--- config.mk ---
export PLATFORM = sky130hd
export DESIGN_NAME = count_arbiter
export DESIGN_NICKNAME = d
export VERILOG_FILES = /design/src/rtl/count_pkg.sv /design/src/rtl/rr_pick.sv /design/src/rtl/count_arbiter.sv
export SDC_FILE = /design/constraint.sdc
export NUM_CORES = 1
export LEC_CHECK = 0
export CAP_MARGIN = 0
export CORE_ASPECT_RATIO = 1.75
export CORE_MARGIN = 2
export CORE_UTILIZATION = 35
export DETAILED_ROUTE_END_ITERATION = 6
export GPL_TIMING_DRIVEN = 1
export PLACE_DENSITY = 0.8
export SYNTH_ARGS = -nofsm -noshare
export SYNTH_HDL_FRONTEND = slang
export SYNTH_SLANG_ARGS = --single-unit
--- constraint.sdc ---
create_clock -name clk -period 2.9 [get_ports clk]
set_input_delay 0.435 -clock clk [delete_from_list [all_inputs] [get_ports clk]]
set_output_delay 0.435 -clock clk [all_outputs]
set_load 0.05 [all_outputs]
--- src/rtl/count_pkg.sv ---
// Shared types and constants for the count-unit arbiter and the count unit itself.
// Mode encodings, FSM state type and timer sizing helper.
package count_pkg;

    localparam logic [1:0] SEL_ZERO = 2'b01;
    localparam logic [1:0] SEL_ONE  = 2'b10;

    typedef enum logic [1:0] {
        IDLE,
        ISSUE,
        WAIT,
        RESP
    } state_t;

    function automatic int tmr_width(input int timeout);
        return (timeout > 1) ? $clog2(timeout) : 1;
    endfunction

    function automatic logic sel_valid(input logic [1:0] sel);
        return (sel == SEL_ZERO) || (sel == SEL_ONE);
    endfunction

endpackage

--- src/rtl/rr_pick.sv ---
// Round-robin winner search: scans from last_grant+1 upward with wrap, first
// requester found wins. Purely combinational.
module rr_pick #(
    parameter int N   = 4,
    parameter int IDW = 2
) (
    input  logic [N-1:0]   req,
    input  logic [IDW-1:0] last_grant,
    output logic [IDW-1:0] gnt_id,
    output logic           any
);

    logic [IDW-1:0] idx;

    always_comb begin
        gnt_id = '0;
        any    = 1'b0;
        idx    = '0;
        for (int k = 1; k <= N; k++) begin
            idx = IDW'((int'(last_grant) + k) % N);
            if (!any && req[idx]) begin
                any    = 1'b1;
                gnt_id = idx;
            end
        end
    end

endmodule

--- src/rtl/count_arbiter.sv ---
// Shares one count unit between N requesters: round-robin grant, single start
// pulse, wait for done edge with timeout, one-cycle response to the winner.
//
//   state | meaning
//   IDLE  | no operation; pick a winner when any req is high
//   ISSUE | one-cycle start pulse to the count unit, timer cleared
//   WAIT  | waiting for a done rising edge or timer expiry
//   RESP  | rsp_valid to winner, last_grant updated
module count_arbiter
    import count_pkg::*;
#(
    parameter int N       = 4,
    parameter int W       = 8,
    parameter int TIMEOUT = 64
) (
    input  logic           clk,
    input  logic           rst,
    input  logic [N-1:0]   req,
    input  logic [N*W-1:0] req_a_in,
    input  logic [2*N-1:0] req_sel,
    output logic [N-1:0]   rsp_valid,
    output logic [W-1:0]   rsp_cnt,
    output logic           rsp_err,
    output logic           busy,
    output logic           cnt_start,
    output logic [W-1:0]   cnt_a_in,
    output logic [1:0]     cnt_sel,
    input  logic           cnt_done,
    input  logic [W-1:0]   cnt_cntout
);

    localparam int IDW = (N > 1) ? $clog2(N) : 1;
    localparam int TW  = tmr_width(TIMEOUT);

    state_t         state;
    state_t         state_nxt;
    logic [IDW-1:0] id_q;
    logic [IDW-1:0] last_grant_q;
    logic [W-1:0]   a_q;
    logic [1:0]     sel_q;
    logic [W-1:0]   cnt_q;
    logic           err_q;
    logic [TW-1:0]  tmr_q;
    logic           done_q;

    logic [IDW-1:0] gnt_id;
    logic           any;
    logic [W-1:0]   gnt_a;
    logic [1:0]     gnt_sel;
    logic           done_edge;
    logic           tmr_expired;

    rr_pick #(
        .N   (N),
        .IDW (IDW)
    ) u_rr_pick (
        .req        (req),
        .last_grant (last_grant_q),
        .gnt_id     (gnt_id),
        .any        (any)
    );

    assign gnt_a       = req_a_in[gnt_id*W +: W];
    assign gnt_sel     = req_sel[gnt_id*2 +: 2];
    assign done_edge   = cnt_done & ~done_q;
    assign tmr_expired = (tmr_q == TW'(TIMEOUT - 1));

    always_ff @(posedge clk) begin
        if (rst) begin
            state <= IDLE;
        end else begin
            state <= state_nxt;
        end
    end

    always_comb begin
        state_nxt = state;
        case (state)
            IDLE:  if (any) state_nxt = sel_valid(gnt_sel) ? ISSUE : RESP;
            ISSUE: state_nxt = WAIT;
            WAIT:  if (done_edge || tmr_expired) state_nxt = RESP;
            RESP:  state_nxt = IDLE;
            default: state_nxt = IDLE;
        endcase
    end

    // done_q tracks cnt_done in every state so stale edges outside WAIT are absorbed.
    always_ff @(posedge clk) begin
        if (rst) begin
            id_q         <= '0;
            last_grant_q <= IDW'(N - 1);
            a_q          <= '0;
            sel_q        <= '0;
            cnt_q        <= '0;
            err_q        <= 1'b0;
            tmr_q        <= '0;
            done_q       <= 1'b0;
        end else begin
            done_q <= cnt_done;
            case (state)
                IDLE: begin
                    if (any) begin
                        id_q  <= gnt_id;
                        a_q   <= gnt_a;
                        sel_q <= gnt_sel;
                        cnt_q <= '0;
                        err_q <= !sel_valid(gnt_sel);
                    end
                end
                ISSUE: tmr_q <= '0;
                WAIT: begin
                    if (done_edge) begin
                        cnt_q <= cnt_cntout;
                        err_q <= 1'b0;
                    end else if (tmr_expired) begin
                        cnt_q <= '0;
                        err_q <= 1'b1;
                    end else begin
                        tmr_q <= tmr_q + TW'(1);
                    end
                end
                RESP: last_grant_q <= id_q;
                default: ;
            endcase
        end
    end

    assign busy      = (state != IDLE);
    assign cnt_start = (state == ISSUE);
    assign cnt_a_in  = a_q;
    assign cnt_sel   = sel_q;
    assign rsp_valid = (state == RESP) ? (N'(1) << id_q) : '0;
    assign rsp_cnt   = (state == RESP) ? cnt_q : '0;
    assign rsp_err   = (state == RESP) && err_q;

endmodule

Word-level counts from Yosys, hierarchy flattened
Cells that the tools add are included.
{ "word_totals": {"register_bits": 32, "latch_bits": 0, "ram_bits": 0, "mem_bits_ro": 0, "inputBits": 55, "output_inout_bits": 25, "elab_cells": 85, "memories": 0} }
{ "op_classes": {"add_sub_neg": 5, "multipliers": 0, "div": 0, "magnitude_cmp": 4, "eq_ne": 11, "shifts": 3, "muxes": 33, "bitwise": 2, "reduce_logical": 18} }
{ "ops": {"columns": ["cell", "n"], "rows": [
  ["two-way mux 8 bit", 4],
  ["indexed part select 32 x 6 -> 8 bit", 1],
  ["one-hot mux 8 bit (2 select lines)", 1],
  ["two-way mux 2 bit", 7],
  ["< comparator 2 x 3 -> 1 bit, second input constant", 4],
  ["two-way mux 6 bit", 2],
  ["one-hot mux 6 bit (2 select lines)", 1],
  ["two-way mux 1 bit", 11],
  ["binary-select mux 1 bit (select 2 bit)", 4],
  ["inequality test 2 bit, second input constant", 4],
  ["one-hot mux 2 bit (4 select lines)", 1],
  ["indexed part select 8 x 4 -> 2 bit", 1],
  ["adder 6 x 1 -> 6 bit, second input constant", 1],
  ["equality test 2 bit, second input constant", 3],
  ["equality test 6 bit, second input constant", 1],
  ["AND reduction 3 bit", 2],
  ["nonzero test 2 bit", 3],
  ["adder 2 x 1 -> 2 bit, second input constant", 2],
  ["adder 2 bit, second input constant", 2],
  ["equality test 2 x 1 -> 1 bit, second input constant", 2],
  ["logical AND 1 bit", 4],
  ["zero test 1 bit", 4],
  ["two-way mux 4 bit", 1],
  ["AND reduction 2 bit", 2],
  ["7 further kinds", 8]
]} }

Longest topological paths before layout
{ "logic_depth": {"word_depth": 19, "ltp_mapped": 8, "ltp_nobuf": 8} }

By module
A second synthesis with hierarchy kept.
{ "unflattened": {"hier_cells": 218, "hier_area_um2": 1879.3} }
{ "by_module_without_submodules": {"columns": ["mod", "n_inst", "cells_per_inst", "area_each_um2", "seq_area_each_um2"], "rows": [
  ["count_arbiter", 1, 204, 1788.0, 640.6],
  ["rr_pick", 1, 14, 91.3, 0.0]
]} }

Least setup slack after synthesis
OpenSTA, ideal clock, no wires.
{ "synth_timing": {"path_kind": "flip-flop to output port", "startpoint": "register state[0]", "endpoint": "output port rsp_valid[2]", "arrival_ns": 1.768, "t_required_ns": 2.465, "setup_slack_ns": 0.697, "path_stages_with_launch": 4, "path_buffers": 0, "path_cell_list": "dfxtp_1 ha_1 inv_1 nor3b_1"} }
{ "synth_between": {"elab_chain_cells": 2} }
{ "synth_lines": {"columns": ["element", "line", "text"], "rows": [
  ["start: declaration", "count_arbiter.sv:35", "state_t state;"],
  ["start signal: assignment", "count_arbiter.sv:72", "state <= state_nxt;"],
  ["equality test 2 bit", "count_arbiter.sv:132", "assign rsp_valid = (state == RESP) ? (N'(1) << id_q) : '0;"],
  ["two-way mux 4 bit", "count_arbiter.sv:132", null],
  ["end: declaration", "count_arbiter.sv:21", "output logic [N-1:0] rsp_valid,"]
]} }
No other way between the ends.

Final worst setup path
Same ends and word-level chain as after synthesis.

==> impl_metrics.json <==
{
  "die_area_sq_mm": 0.00589,
  "design_area_sq_mm": 0.00279,
  "syn_area_sq_mm": 0.00184,
  "grt_pass1_vias": 1880,
  "cts_tree": "yes",
  "max_freq_ghz": 0.372,
  "die_width_um": 58.9,
  "async_flop_share_pct": 0,
  "crit_required_ns": 2.47,
  "syn_nets": 280,
  "first_iter_violations": 57,
  "io_pins": 80,
  "endpoint": "rsp_valid[2]",
  "synth_enable_flop_cells": 0,
  "end_kind": "output port",
  "cts_resized": 0,
  "drv_slew": 0,
  "viasPerCell": 5.17,
  "violations": "DRC",
  "synth-seq-cells": 32,
  "synth-seq-area-share_pct": 34.7,
  "cp_cell_sequence": "ha_1 > inv_1 > nor3b_1 > clkdlybuf4s50_1",
  "rsz0062_at_grt": "false",
  "drc_errors": 3,
  "cts.sinks": 32,
  "fp-row-count": 35,
  "power_density_mw_per_mm2": 706,
  "synth_top_area_share_pct": 34.7,
  "relSlewSlack_pct": 46.0,
  "placed_area_sq_mm": 0.00268,
  "synthCells": 219,
  "final_core_util_pct": 54.0,
  "start_util_pct": 35.7,
  "routedWlPerCell_um": 12.9,
  "slowest_delay_ns": 0.83,
  "ir_drop_uv": 384,
  "wirelength_um": 4580,
  "numPortBuffers": 79,
  "swShare_pct": 41.7,
  "insertion_delay_ns": 0.29,
  "hold_viol": 0,
  "place_hpwl_um": 3690,
  "crit_type": "flop to output port",
  "timing.final.ws_setup_ns": 0.210,
  "antenna_found_initial": 0,
  "synth.most_common_cell": "nand2_1",
  "ant_nets": 0,
  "drive_above_1_share_pct": 8.67,
  "grt_max_degree": 18,
  "clockPowerShare_pct": 21.9,
  "ys.flop_type": "dfxtp_1",
  "p_int_mw": 1.15,
  "globalplace.congestion": 0.689,
  "ctsHoldBuffers": 0,
  "synth_warnings": 0,
  "cts_setup_buffers": 0,
  "drt-pass1-iter-count": 7,
  "grt_usage_pct": 17.5,
  "cellLeakagePower_nw": 1.03,
  "h-tree-depth": 2,
  "reg2reg_slack_ns": 0.92,
  "hp-class": "flop to flop",
  "dieHeight_um": 100,
  "fin_hold_ws_ns": 0.446,
  "antennaDiodeCount": 0,
  "cts_buffers": 5,
  "skew_ns": 0.00265,
  "r2r_end": "cnt_a_in[0]",
  "finalSetupViolations": 0,
  "reg2reg_depth": 6,
  "seqPwrFrac_pct": 29.2,
  "rr_startpoint": "last_grant_q[1]",
  "synth_commonest_cells": "nand2_1 (38), dfxtp_1 (32), a21oi_1 (24)",
  "crit_path_max_fanout": 14,
  "power.switching_uw": 822,
  "worst_pin_slew_ns": 0.807,
  "slowest_stage": "clkdlybuf4s50_1",
  "core-area_sq_mm": 0.00517,
  "placed_cells": 347,
  "vias": 1835,
  "grt_first_pass_wirelength_um": 8010,
  "fin_tns_setup_ns": 0,
  "syn_to_final_growth_pct": 51.4,
  "crit_arrival_ns": 2.25,
  "overflow": 0,
  "combPwrFrac_pct": 48.9,
  "root_buffer": "clkbuf_8",
  "startpoint_type": "flop",
  "period_share_pct": 92.7,
  "fin_crit_ns": 2.69,
  "clkTransAtPathRegs_ns": 0.07,
  "cts_buffer_depth": 2,
  "final_cells": 355,
  "synth_area_leaders": "dfxtp_1 (35%), mux2i_1 (8.7%), nand2_1 (7.7%)",
  "synth.distinct_cells": 39,
  "worstSetupStartpoint": "state[0]",
  "drv_cap": 0,
  "dp_slack_ns": 0.394,
  "total_power_mw": 1.97,
  "avgSynthCellArea_sq_um": 8.42,
  "final_nets": 360,
  "status": "finished with violations",
  "synth_largest_area_cell": "dfxtp_1"
}
==> cells by family after synthesis <==
kind of cell | share of synthesized area, %
and+or+nand+nor | 23.7
AOI/OAI and AO/OA | 17.8
DFF | 34.7
muxes | 13.6
buffers and inverters | 4.14
adders and majority gates | 4.07
xor gates and xnor gates | 1.90
==> worst min path at each step <==
| stage | endpoint | slack (ns) | cells past startpoint | from |
|---|---|---|---|---|
| after global routing | cnt_q[2] | 0.48 | 2 | cnt_q[2] |
| after global placement | cnt_q[5] | 0.43 | 2 | cnt_q[5] |
| final | cnt_q[2] | 0.45 | 2 | cnt_q[2] |
| after detailed placement | cnt_q[2] | 0.44 | 2 | cnt_q[2] |
| after CTS | cnt_q[2] | 0.45 | 2 | cnt_q[2] |
| after floorplan | cnt_q[0] | 0.43 | 2 | cnt_q[0] |
==> cells in the final DEF (no fill, tap or decap), types with 3 or more instances in the layout <==
| cell | synthesis | final |
|---|---|---|
| nand2_1 | 38 | 38 |
| inv_1 | 6 | 6 |
| clkdlybuf4s50_1 | 0 | 79 |
| nor2_1 | 12 | 12 |
| a21oi_1 | 24 | 24 |
| nor2b_1 | 3 | 3 |
| mux2_2 | 8 | 8 |
| o211ai_1 | 9 | 9 |
| xor2_1 | 3 | 3 |
| nand3_1 | 10 | 10 |
| nand3b_1 | 3 | 3 |
| clkbuf_8 | 0 | 5 |
| nand2b_1 | 4 | 4 |
| buf_4 | 0 | 4 |
| and2_1 | 9 | 9 |
| mux2i_1 | 16 | 16 |
| ha_1 | 6 | 6 |
| dfxtp_1 | 32 | 32 |
==> power by group through the flow <==
stage	Sequential [mW]	Combinational (mW)	Clock, mW
after floorplan	0.717	0.551	0
after global placement	0.582	0.955	0
after detailed placement	0.586	0.971	0
after CTS	0.576	0.974	0.446
after global routing	0.585	1.05	0.463
final	0.576	0.964	0.432
==> critical path, delay by kind of cell (launching register included) <==
family                     cells  cell delay (ns)
and+or+nand+nor                1             0.21
adders and majority gates      1             0.41
buffers and inverters          2             0.97
DFF                            1             0.36
==> routing by layer <==
layer	share of wire, %	GRT usage, %	vias to the layer above
li1	-	-	926
met2	57	33.8	66
met1	34	16.1	833
met3	6.2	4.25	10
met5	0	0	-
met4	3.1	8.39	0
==> layout make-up <==
cell class | count | area [sq um]
clock buffers | 5 | 68.8
fillers | 479 | 2380
clock inverters | 3 | 42.5
repair buffers | 83 | 821
inverters | 6 | 22.5
multi-input cells | 171 | 1130
flip-flops and latches | 32 | 641
well taps | 55 | 68.8
==> sequential cells by signal, summed over array words and instances (netlist names) <==
signal        flops
tmr_q             6
cnt_q             8
id_q              2
done_q            1
cnt_sel           2
err_q             1
last_grant_q      2
state             2
cnt_a_in          8
Note: power is estimated with default switching activity, not from simulation.
